File: config.mk
export PLATFORM = sky130hd
export DESIGN_NAME = input_vc_buffer
export DESIGN_NICKNAME = d
export VERILOG_FILES = /design/src/rtl/input_vc_buffer.sv
export SDC_FILE = /design/constraint.sdc
export NUM_CORES = 1
export LEC_CHECK = 0
export ABC_AREA = 1
export CAP_MARGIN = 20
export CORE_UTILIZATION = 59
export DETAILED_ROUTE_END_ITERATION = 10
export PLACE_DENSITY = 0.79
export RECOVER_POWER = 100
export SLEW_MARGIN = 40
export SYNTH_ARGS = -nofsm -noshare
export SYNTH_HDL_FRONTEND = slang
export SYNTH_SLANG_ARGS = --single-unit
File: constraint.sdc
create_clock -name clk -period 5.6 [get_ports clk]
set_input_delay 1.12 -clock clk [delete_from_list [all_inputs] [get_ports clk]]
set_output_delay 1.12 -clock clk [all_outputs]
set_load 0.01 [all_outputs]
File: src/rtl/input_vc_buffer.sv
// Per-VC input FIFOs with fixed-priority (highest VC wins) head selection toward the router.
// Latency: 1 cycle from write to fout_*; backpressure: fin_ready_o[v] = !full[v], pop on fout_valid_o && fout_ready_i.
module input_vc_buffer #(
    parameter int N_VIRT_CHN = 2,
    parameter int BUFF_DEPTH = 4,
    parameter int FLIT_WIDTH = 34,
    localparam int VCW = (N_VIRT_CHN > 1) ? $clog2(N_VIRT_CHN) : 1,
    localparam int AW  = $clog2(BUFF_DEPTH),
    localparam int PW  = AW + 1
) (
    input  logic                  clk,
    input  logic                  arst,
    input  logic [FLIT_WIDTH-1:0] fin_data_i,
    input  logic [VCW-1:0]        fin_vc_i,
    input  logic                  fin_valid_i,
    output logic [N_VIRT_CHN-1:0] fin_ready_o,
    output logic [FLIT_WIDTH-1:0] fout_data_o,
    output logic [VCW-1:0]        fout_vc_o,
    output logic                  fout_valid_o,
    input  logic                  fout_ready_i
);

    logic [FLIT_WIDTH-1:0] mem_q    [N_VIRT_CHN][BUFF_DEPTH];
    logic [PW-1:0]         wr_ptr_q [N_VIRT_CHN];
    logic [PW-1:0]         wr_ptr_d [N_VIRT_CHN];
    logic [PW-1:0]         rd_ptr_q [N_VIRT_CHN];
    logic [PW-1:0]         rd_ptr_d [N_VIRT_CHN];
    logic [N_VIRT_CHN-1:0] empty;
    logic [N_VIRT_CHN-1:0] full;
    logic [N_VIRT_CHN-1:0] push_vec;
    logic [N_VIRT_CHN-1:0] pop_vec;
    logic [VCW-1:0]        sel_vc;

    // Status and selection come only from registered pointers, so nothing on fin_* reaches fout_* in the same cycle.
    always_comb begin
        empty  = '0;
        full   = '0;
        sel_vc = '0;
        for (int v = 0; v < N_VIRT_CHN; v++) begin
            empty[v] = (wr_ptr_q[v] == rd_ptr_q[v]);
            full[v]  = (wr_ptr_q[v][AW] != rd_ptr_q[v][AW]) &&
                       (wr_ptr_q[v][AW-1:0] == rd_ptr_q[v][AW-1:0]);
            if (!empty[v]) begin
                sel_vc = VCW'(v);
            end
        end
    end

    assign fin_ready_o  = ~full;
    assign fout_valid_o = |(~empty);
    assign fout_vc_o    = sel_vc;
    assign fout_data_o  = fout_valid_o ? mem_q[sel_vc][rd_ptr_q[sel_vc][AW-1:0]] : '0;

    always_comb begin
        push_vec = '0;
        pop_vec  = '0;
        for (int v = 0; v < N_VIRT_CHN; v++) begin
            push_vec[v] = fin_valid_i && (fin_vc_i == VCW'(v)) && !full[v];
            pop_vec[v]  = fout_valid_o && fout_ready_i && (sel_vc == VCW'(v));
            wr_ptr_d[v] = wr_ptr_q[v] + {{(PW-1){1'b0}}, push_vec[v]};
            rd_ptr_d[v] = rd_ptr_q[v] + {{(PW-1){1'b0}}, pop_vec[v]};
        end
    end

    always_ff @(posedge clk or posedge arst) begin
        if (arst) begin
            for (int v = 0; v < N_VIRT_CHN; v++) begin
                wr_ptr_q[v] <= '0;
                rd_ptr_q[v] <= '0;
            end
        end else begin
            for (int v = 0; v < N_VIRT_CHN; v++) begin
                wr_ptr_q[v] <= wr_ptr_d[v];
                rd_ptr_q[v] <= rd_ptr_d[v];
            end
        end
    end

    // Storage is left unreset; empty pointers mask its contents.
    always_ff @(posedge clk) begin
        for (int v = 0; v < N_VIRT_CHN; v++) begin
            if (push_vec[v]) begin
                mem_q[v][wr_ptr_q[v][AW-1:0]] <= fin_data_i;
            end
        end
    end

endmodule

==> metrics.txt <==
number of DRC markers in iteration 0 ~750; Area Growth Syn to Fin 14.4%; post-CTS sizing 0; Hold Buf Count CTS 0; number of global-route vias before repair 8768; Final period util a little over nine tenths; Setup TNS 0 ns; post-synthesis sequential area ratio approximately two thirds; root buf cell clkbuf_16; Final Wtd Congestion 0.780; pin count of the biggest net entering global routing 120; TritonCTS Buffers 29; final net count 1407; Num Clock Sinks 284; post-synth top area share 64.1%; Vias/cell around 5.3; Initial Util 60.4%; CTS clock-pin slew for the worst setup and hold paths 0.06 ns; Antenna Nets Post-Route 0; relative slew slack -69.6%; area of the core between 0.02 and 0.025 mm²; Max Slew Vio Count 227; Worst EP arrival between 4 and 5 ns; clk buf depth 3; synth warn 0; crit path max fanout 60; slowest cell on the critical path inv_2; syn avg cell area 9.83 µm²; Setup WS post-layout just over 0.3 ns; Post-synth EDFFs 272; Pwr Density 573 mW/mm²; Crit Path Category flip-flop to output pin; Max Clock Skew between 0.006 and 0.007 ns; most common cell in the netlist nand2_1; Leakage 0.00657 µW; CP delay by family, top simple AND/OR/NAND/NOR gates; Die Span Y roughly 150 µm; Max-Cap Viols 7; Mapped Cells 1296; htree depth 1; Syn Std Cell Area around 0.013 mm²; grt ovf 0; top post-synthesis cells by area edfxtp_1 64%, nand2_1 15%, inv_1 5.2%; Horiz. Die Dim 149 µm; failing checks max-capacitance violations, max-slew violations; Non-Filler Instances approximately 1700; slew at the pin closest to its max-slew limit 2.54 ns; Via Count 8840; post-CTS setup buffer count 0; DR WL/cell ~17 µm; clk_lat worst skew 0.53 ns; DRT Wirelength 28300 µm; initial antenna violation count 1; peak supply drop 0.365 mV; hpwl dp 15500 µm; Max Fclk between 150 and 200 MHz; Synth Flop Type edfxtp_1; Die Footprint 0.0222 mm²; CP Capture Type output pin; Seq cells post-synth 284; sum of buffers and inverters on the critical path 3; CP most frequent cell nand2_1; Yosys top cell by area edfxtp_1; HP Start rd_ptr_q[5]; Net Count, Synth 1343; gr usage total 26.5%; min Tclk post-route 5.30 ns; worst path required time 4.48 ns; CTS tree done; global-route wire length before repair roughly 45000 µm; CP startpoint kind flip-flop; Setup WS pre-CTS 1.01 ns; placed cell count 1604; origin of the critical flop-to-flop path wr_ptr_q[1]; total power 8350 µW; final setup violating endpoints 0; # IOs 77; Post-route DRC 0; Critical Path Start wr_ptr_q[1]; num rows 53; # port buffers 76; FFs w/ async S/R, synth 4.23%; layout cells sized above 1 4.42%; crit path cell chain inv_1 > nand2_1 > nand2_2 > nand3_4 > nand2_1 > o21ai_4 > inv_2 > nand2_1 > nor2_1 > nor2_1 > dlygate4sd3_1; hold crit path type flip-flop to flip-flop; library cells used by synthesis 24; DR pass1 iterations 5; most instantiated cells after synthesis 519 x nand2_1, 272 x edfxtp_1, 178 x inv_1; status finished, violations left; Fin. Hold Viols 0; max incr delay on CP 0.64 ns; RSZ-0062 raised after global routing no
## state kept, by name, summed over array words and instances (netlist names)
signal,cells
mem_q,272
rd_ptr_q,6
wr_ptr_q,6
## cell families after synthesis
logic type / Yosys count / synth area share (%)
compound gates: 35 / 1.46
xor+xnor: 7 / 0.481
fa+ha+maj: 8 / 0.786
buf+inv: 249 / 8.08
flops: 284 / 66.5
simple gates: 713 / 22.7
## worst paths after layout
| kind | end | slack (ns) | depth (start not counted) |
|---|---|---|---|
| worst max register to register | mem_q[1][45] | 1.24 | 8 |
| worst min-delay path | rd_ptr_q[5] | 0.49 | 1 |
| min in group asynchronous | wr_ptr_q[1] | 1.02 | 2 |
| max in group asynchronous | rd_ptr_q[1] | 4.28 | 2 |
| worst max-delay path | fout_data_o[31] | 0.30 | 11 |
| worst min register to register | rd_ptr_q[5] | 0.49 | 1 |
## final cells by class
type	instances	area, µm²
Sequential cell	284	8470
Fill cell	1538	6510
Multi-Input combinational cell	763	3250
Timing Repair Buffer	99	905
Clock buffer	36	752
Inverter	183	687
Tap cell	275	344
Clock inverter	15	170
Antenna cell	1	2.50
## layout by cell type, fill, tap and decap left out, drive strengths merged
master	count
ha	8
clkbuf	47
or2	1
nand4	70
clkdlybuf4s50	5
edfxtp	272
nand2	523
buf	12
nor3	8
a21oi	1
dlygate4sd3	71
bufinv	4
xor2	5
diode	1
clkinv	10
xnor2	2
nand3	8
inv	184
o21ai	34
nor2	103
dfrtp	12
## layer usage
metal	vias to the layer above	GRT usage, %	wire length, µm
li1	4278	-	-
met1	4182	33.5	11300
met2	322	46.0	14300
met3	58	4.04	1990
met4	0	9.95	659
met5	-	0	0
## power breakdown
| group | internal [µW] | switching, µW | total, µW |
|---|---|---|---|
| logic | 1230 | 2500 | 3730 |
| registers | 2640 | 98.2 | 2740 |
| clock network | 1130 | 757 | 1880 |
## metrics by stage
step | util, % | hold slack (ns) | area, µm²
2_1_floorplan | - | 0.460 | 12700
3_3_place_gp | 65.1 | 0.474 | 13700
3_5_place_dp | 65.2 | 0.475 | 13800
4_1_cts | 69.6 | 0.488 | 14700
5_1_grt | 69.1 | 0.522 | 14600
6_report | 69.1 | 0.488 | 14600
Power figures use the tool's default switching activity.
